[src/rtl/seq_ctrl.sv]
// seq_ctrl: multi-cycle FETCH/DECODE/MEM|IO|EXEC instruction sequencer.
// Define SEQ_CTRL_SINGLE_STEP_EN to park in HALT after each instruction until step_i.
module seq_ctrl #(
  parameter int PC_W = 4
) (
  input  logic            clk_i,
  input  logic            rst_ni,
`ifdef SEQ_CTRL_SINGLE_STEP_EN
  input  logic            step_i,
`endif
  input  logic [3:0]      op_i,
  input  logic            imm_i,
  input  logic            jmp_i,
  input  logic            mr_i,
  input  logic            mw_i,
  input  logic            inp_i,
  input  logic            out_i,
  input  logic            alu_i,
  input  logic [PC_W-1:0] operand_i,
  input  logic            carry_i,
  input  logic            zero_i,
  input  logic            mem_ack_i,
  input  logic            in_valid_i,
  output logic            in_ready_o,
  output logic            out_valid_o,
  input  logic            out_ready_i,
  output logic [PC_W-1:0] pc_o,
  output logic            mem_req_o,
  output logic            mem_we_o,
  output logic            addr_sel_o,
  output logic            ir_load_o,
  output logic            acc_load_o,
  output logic            flags_load_o,
  output logic [1:0]      acc_src_o,
  output logic [2:0]      state_o
);
  localparam logic [2:0] FETCH  = 3'd0;
  localparam logic [2:0] DECODE = 3'd1;
  localparam logic [2:0] MEM    = 3'd2;
  localparam logic [2:0] IO     = 3'd3;
  localparam logic [2:0] EXEC   = 3'd4;
  localparam logic [2:0] HALT   = 3'd5;
  logic [2:0]      state_q, state_d;
  logic [PC_W-1:0] pc_q, pc_d;
  logic            done, taken;
  always_comb begin
    mem_req_o    = 1'b0;
    mem_we_o     = 1'b0;
    addr_sel_o   = 1'b0;
    ir_load_o    = 1'b0;
    acc_load_o   = 1'b0;
    flags_load_o = 1'b0;
    acc_src_o    = 2'd0;
    in_ready_o   = 1'b0;
    out_valid_o  = 1'b0;
    done         = 1'b0;
    taken        = 1'b0;
    state_d      = state_q;
    case (state_q)
      FETCH: begin
        mem_req_o = 1'b1;
        ir_load_o = mem_ack_i;
        state_d   = mem_ack_i ? DECODE : FETCH;
      end
      DECODE: state_d = (mr_i | mw_i) ? MEM : (inp_i | out_i) ? IO : EXEC;
      MEM: begin
        mem_req_o    = 1'b1;
        addr_sel_o   = 1'b1;
        mem_we_o     = mw_i;
        done         = mem_ack_i;
        acc_load_o   = mem_ack_i & mr_i;
        flags_load_o = mem_ack_i & mr_i & alu_i;
        acc_src_o    = (mr_i & alu_i) ? 2'd2 : 2'd0;
      end
      IO: begin
        in_ready_o  = inp_i;
        out_valid_o = !inp_i;
        done        = inp_i ? in_valid_i : out_ready_i;
        acc_load_o  = inp_i & in_valid_i;
        acc_src_o   = 2'd3;
      end
      EXEC: begin
        done         = 1'b1;
        acc_load_o   = imm_i | alu_i;
        flags_load_o = alu_i;
        acc_src_o    = imm_i ? 2'd1 : alu_i ? 2'd2 : 2'd0;
        taken        = jmp_i & ((op_i == 4'b0111) | ((op_i == 4'b0101) & carry_i) |
                                ((op_i == 4'b0110) & zero_i));
      end
`ifdef SEQ_CTRL_SINGLE_STEP_EN
      HALT:    state_d = step_i ? FETCH : HALT;
`else
      HALT:    state_d = FETCH;
`endif
      default: state_d = FETCH;
    endcase
    pc_d = done ? (taken ? operand_i : pc_q + PC_W'(1)) : pc_q;
`ifdef SEQ_CTRL_SINGLE_STEP_EN
    if (done) state_d = HALT;
`else
    if (done) state_d = FETCH;
`endif
    // Reset holds state at FETCH, so its request must be masked while rst_ni is low.
    if (!rst_ni) begin
      mem_req_o    = 1'b0;
      mem_we_o     = 1'b0;
      ir_load_o    = 1'b0;
      acc_load_o   = 1'b0;
      flags_load_o = 1'b0;
      in_ready_o   = 1'b0;
      out_valid_o  = 1'b0;
    end
  end
  always_ff @(posedge clk_i or negedge rst_ni) begin
    if (!rst_ni) begin
      state_q <= FETCH;
      pc_q    <= '0;
    end else begin
      state_q <= state_d;
      pc_q    <= pc_d;
    end
  end
  assign pc_o    = pc_q;
  assign state_o = state_q;
endmodule
[config.mk]
export PLATFORM = sky130hd
export DESIGN_NAME = seq_ctrl
export DESIGN_NICKNAME = d
export VERILOG_FILES = /design/src/rtl/seq_ctrl.sv
export SDC_FILE = /design/constraint.sdc
export NUM_CORES = 1
export LEC_CHECK = 0
export ABC_AREA = 1
export BUFFER_PORTS_ARGS = -buffer_cell sky130_fd_sc_hd__buf_2
export CAP_MARGIN = 40
export CORE_MARGIN = 8
export CORE_UTILIZATION = 44
export CTS_CLUSTER_DIAMETER = 40
export DETAILED_ROUTE_END_ITERATION = 12
export PLACE_DENSITY = 0.82
export SYNTH_ARGS = -nofsm -noshare
export SYNTH_HDL_FRONTEND = slang
export SYNTH_SLANG_ARGS = --single-unit
[constraint.sdc]
create_clock -name clk_i -period 2.3 [get_ports clk_i]
set_input_delay 0.115 -clock clk_i [delete_from_list [all_inputs] [get_ports clk_i]]
set_output_delay 0.115 -clock clk_i [all_outputs]
set_load 0.1 [all_outputs]
## Word level (Yosys, flattened, before mapping)

Index checks and enable logic that the tools add are counted.

- Register bits: 7
- Input port bits: 22
- Output and inout bits: 17
- Logic and storage cells: 55

- $add $sub $neg: 1
- Equality and inequality tests: 8
- Muxes and demuxes: 28
- Bitwise logic cells: 12
- Reductions and logical operators: 4

Operator list:

| operator | number |
|---|---|
| 2-to-1 mux 1 bit | 16 |
| == test 4 x 3 -> 1 bit (second input constant) | 3 |
| 2-to-1 mux 3 bit | 3 |
| one-hot mux 3 bit (3 select lines) | 1 |
| AND 1 bit | 7 |
| == test 3 x 2 -> 1 bit (second input constant) | 2 |
| 2-to-1 mux 2 bit | 3 |
| one-hot mux 1 bit (3 select lines) | 2 |
| one-hot mux 2 bit (3 select lines) | 1 |
| bitwise OR 1 bit | 5 |
| adder 4 x 1 -> 4 bit (second input constant) | 1 |
| 2-to-1 mux 4 bit | 1 |
| == test 3 x 1 -> 1 bit (second input constant) | 1 |
| == test 3 bit (second input constant) | 1 |
| logical NOT 3 bit | 1 |
| OR reduction 3 bit | 1 |
| inequality test 2 x 1 -> 1 bit (second input constant) | 1 |
| one-hot mux 1 bit (2 select lines) | 1 |
| OR reduction 2 bit | 1 |
| logical NOT 1 bit | 1 |

## Logic depth before layout (Yosys ltp)

- Depth in word-level cells: 7
- Depth in mapped cells: 8

## Least setup slack after synthesis

OpenSTA, ideal clock, no wires.

- Path type: register -> output
- Start: register state_q[1], in the netlist state_o[1]
- End: output port flags_load_o
- Data arrival time: 3.739 ns
- Required time: 2.185 ns
- Path slack: -1.554 ns
- Cell stages (with the launch flop): 5
- Path buffers: 0
- Cell sequence: dfrtp_1 -> nand2_2 -> nor2_2 -> nand3_1 -> a21oi_1

- Cells in the longest elaborated chain, start to end: 3

RTL lines:

| element | RTL line | RTL |
|---|---|---|
| start, declared | 43 | `logic [2:0] state_q, state_d;` |
| start signal, assigned | 119 | `state_q <= state_d;` |
| == test 3 bit or == test 3 x 2 -> 1 bit (tied branches) | 59 | `case (state_q)` |
| one-hot mux 1 bit (2 select lines) (*) | 59 |  |
| 2-to-1 mux 1 bit (*) | 104 | `if (!rst_ni) begin` |
| end, declared | 33 | `output logic flags_load_o,` |

Every way passes the cells marked *; elsewhere a longest branch is shown, timed or not.

## Final worst setup path

- Start: register state_q[0], in the netlist state_o[0]
- End: output port acc_load_o

- Cells in the longest elaborated chain, start to end: 3

RTL lines:

| element | RTL line | RTL |
|---|---|---|
| == test 3 bit or == test 3 x 2 -> 1 bit (tied branches) | 59 |  |
| one-hot mux 1 bit (3 select lines) (*) | 59 |  |
| 2-to-1 mux 1 bit (*) | 104 |  |
| end, declared | 32 | `output logic acc_load_o,` |

Marks and branches as above.

==> flow_summary_export.csv <==
group,metric,value,unit
outcome,status,"complete, no violations",
power_and_ir_drop,switchingPower,0.00102,W
finish,fillCellCount,113,
synth,synth.distinct_cells,23,
power_and_ir_drop,combPwrFrac,74.3,%
power_and_ir_drop,power.internal,0.000453,W
synth,ys_seq_elements,7,
synth,ys_warn_count,0,
critical_path,slowest_stage,"dfrtp_2",
critical_path,crit_top_cell,"o21ai_1",
timing,drv_slew,0,
clocking,clock_path_buffers,2,
critical_path,cp_max_fo,8,
routing,viasPerCell,5.21,
finish,n_antenna_cell,0,
timing,post-route-min-period,2040,ps
global_route,first_global_vias,762,
floorplanning,core_area,1320,um2
floorplanning,rows,13,
synth,synth_nets,115,
synth,ys_top_cells_by_area,"dfrtp_1 28%, nand2_1 16%, nand3_1 6.4%",
power_and_ir_drop,irDropWorstVdd,0.854,mV
synth,async_flop_share,100,%
clocking,cts_buffers,3,
global_route,gr-usage-all-layers,14.9,%
critical_path,critPathBufInv,3,
critical_path,cp.arrival,1930,ps
routing,firstDrtPassIters,4,
floorplanning,die_area,2900,um2
synth,synth_edf_count,0,
timing,fmax,490,MHz
floorplanning,initial_core_util,47.8,%
synth,syn_inst,92,
critical_path,startpoint_type,"flop",
critical_path,crit_path_max_incr_delay,490,ps
synth,yosysTopAreaCell,"dfrtp_1",
power_and_ir_drop,switching_share,69.2,%
timing,timing.final.setup_violations,0,
timing,timing.final.crit_share,88.7,%
critical_path,required,2180,ps
synth,ys_seq_area_share,27.8,%
finish,stdcell_count,150,
critical_path,cp-end-kind,"output pin",
timing,skew,6.23,ps
routing,ant_nets,0,
finish,syn2layout_area_growth,51.3,%
power_and_ir_drop,leakage,0.550,nW
critical_path,crit_family,"buffers and inverters",
clocking,cts-root-buf,"clkbuf_4",
min_path,min_path_type,"in2reg",
synth,synth_common_cells,"26 x nand2_1, 8 x inv_1, 8 x nand3_1",
place,hpwl,1670,um
clocking,htree_levels,1,
routing,initialDrtViolationCount,15,
clocking,clk_pin_slew,60,ps
routing,route.vias.total,781,
timing,finalHoldViolCount,0,
finish,drive_gt1_share,50.4,%
place,dp.cells,145,
floorplanning,fp.dieH,53.8,um
run,max-cap-violations,0,
global_route,grt_pass1_wl,3280,um
timing,tightest_slew,494,ps
clocking,clock_latency,260,ps
synth,yosysMostFrequentCell,"nand2_1",
finish,final_nets,159,
clocking,cts_tree,"built",
finish,utilization,72.3,%
global_route,antenna_found_initial,0,
clocking,cts_resized,0,
floorplanning,ios,39,
timing,slew_headroom,67.3,%
synth,yosysTopAreaCellShare,27.8,%
critical_path,path_class,"reg2out",
synth,synth_area,629,um2
critical_path,crit_chain,"nor2_2, nand2_4, inv_2, nand2_1, o21ai_1, o21ai_1, clkinvlp_4, buf_2",
place,gp_congestion,0.832,
synth,ys.flop_type,"dfrtp_1",
global_route,gr-total-overflow,0,
global_route,grt_max_degree,11,
place,io_buffer_count,38,
clocking,cts_setup_buffers,0,
timing,rsz0062_at_grt,"false",
power_and_ir_drop,pwr-share-seq,17.6,%
power_and_ir_drop,power.share.clock,8.1,%
clocking,cts_num_sinks,7,
floorplanning,die_w,53.8,um
power_and_ir_drop,power.density,1550,nW/um2
synth,avgSynthCellArea,6.84,um2
routing,drc_errors,0,
routing,wire_per_inst,13.6,um
routing,drt_wl_total,2040,um
==> registers in the layout, indices dropped and copies added (netlist names) <==
register	flops
pc_o	4
state_o	3
==> worst register-to-register path: stages, from the launching register on <==
cell and delay [ps]:
dfrtp_2 490, nor2_2 200, nand2_4 150, nor2_8 170, nand2_4 70, nand2_1 60
nand2_1 50, nand2_1 50, nand2_1 50
==> power by group through the flow <==
stage / clock network (W) / logic, W / registers, W
4_1_cts: 0.000119 / 0.00110 / 0.000259
3_5_place_dp: 0 / 0.00110 / 0.000261
5_1_grt: 0.000127 / 0.00115 / 0.000270
2_1_floorplan: 0 / 0.000598 / 0.000579
6_report: 0.000119 / 0.00109 / 0.000260
3_3_place_gp: 0 / 0.00108 / 0.000257
==> final cells by class <==
type	instances	area [um2]	share of cell area, %
Sequential cell	7	184	19.3
Multi-Input combinational cell	74	478	50.2
Clock buffer	4	26.3	2.76
Inverter	11	45.0	4.73
Tap cell	15	18.8	1.97
Timing Repair Buffer	39	200	21.0
==> kinds of logic (layout without fill, tap and decap cells) <==
logic type	after synthesis	count (layout)	synth area share [%]
AO/OA/AOI/OAI	9	9	7.95
buffers and inverters	11	54	6.56
flip-flops	7	7	27.8
adder cells (fa/ha/maj)	1	1	1.99
XOR/XNOR	1	1	1.39
AND/OR/NAND/NOR	63	63	54.3
==> repair_timing <==
| item | 4_1_cts | 5_1_grt |
|---|---|---|
| hold buffers | 1 | 0 |
| endpoints found under the hold margin | 7 | 0 |
| endpoints found under the setup margin | 0 | 0 |
==> layer usage <==
metal	up-vias	wire [um]	share of wire (%)	GRT usage (%)
li1	393	-	-	-
met1	362	833	41	16.4
met2	26	1070	53	27.0
met3	0	131	6.4	5.51
met4	0	0	0	2.52
met5	-	0	0	0
==> cells in the final DEF, fill, tap and decap left out <==
cell           instances
buf_2                 38
nand2_1               26
inv_1                  7
nand3_1                7
nor2_1                 5
nand4_1                5
dfrtp_1                4
inv_2                  3
nand2_2                3
nor2_4                 3
o21ai_1                3
clkbuf_4               3
a21oi_1                2
nor2_2                 2
nand2_4                2
nand3_2                2
nor3_4                 2
dfrtp_4                2
o22ai_2                1
a21oi_4                1
clkinvlp_4             1
nor3_2                 1
nand3_4                1
or2_2                  1
a21boi_1               1
nor2_8                 1
xor2_1                 1
nand3b_1               1
o22ai_1                1
nor3_1                 1
ha_1                   1
clkbuf_1               1
dlygate4sd3_1          1
dfrtp_2                1
==> stage by stage <==
| step | hold slack, ps | power, W | setup WS [ps] | cell area (um2) | setup TNS (ps) |
|---|---|---|---|---|---|
| floorplan | -181 | 0.00118 | -25.2 | 707 | -25.2 |
| global placement | -23.4 | 0.00134 | 582 | 916 | 0 |
| detailed placement | -19.9 | 0.00136 | 539 | 916 | 0 |
| CTS | 115 | 0.00148 | 251 | 952 | 0 |
| global route | 118 | 0.00155 | 144 | 952 | 0 |
| finish | 114 | 0.00147 | 259 | 952 | 0 |
==> final timing paths <==
| check | startpoint | to | slack, ps | depth (start not counted) |
|---|---|---|---|---|
| max | state_o[0]$_DFFE_PN0P_ | acc_load_o | 260 | 8 |
| min | out_i | state_o[2]$_DFFE_PN0P_ | 110 | 3 |
| max reg2reg | state_o[0]$_DFFE_PN0P_ | pc_o[2]$_DFFE_PN0N_ | 900 | 8 |
| min reg2reg | pc_o[3]$_DFFE_PN0N_ | pc_o[3]$_DFFE_PN0N_ | 590 | 2 |
| max in group asynchronous | rst_ni | state_o[2]$_DFFE_PN0P_ | 1860 | 2 |
| min in group asynchronous | rst_ni | state_o[1]$_DFFE_PN0P_ | 230 | 2 |
No activity file was read; power rests on OpenSTA's default activity.
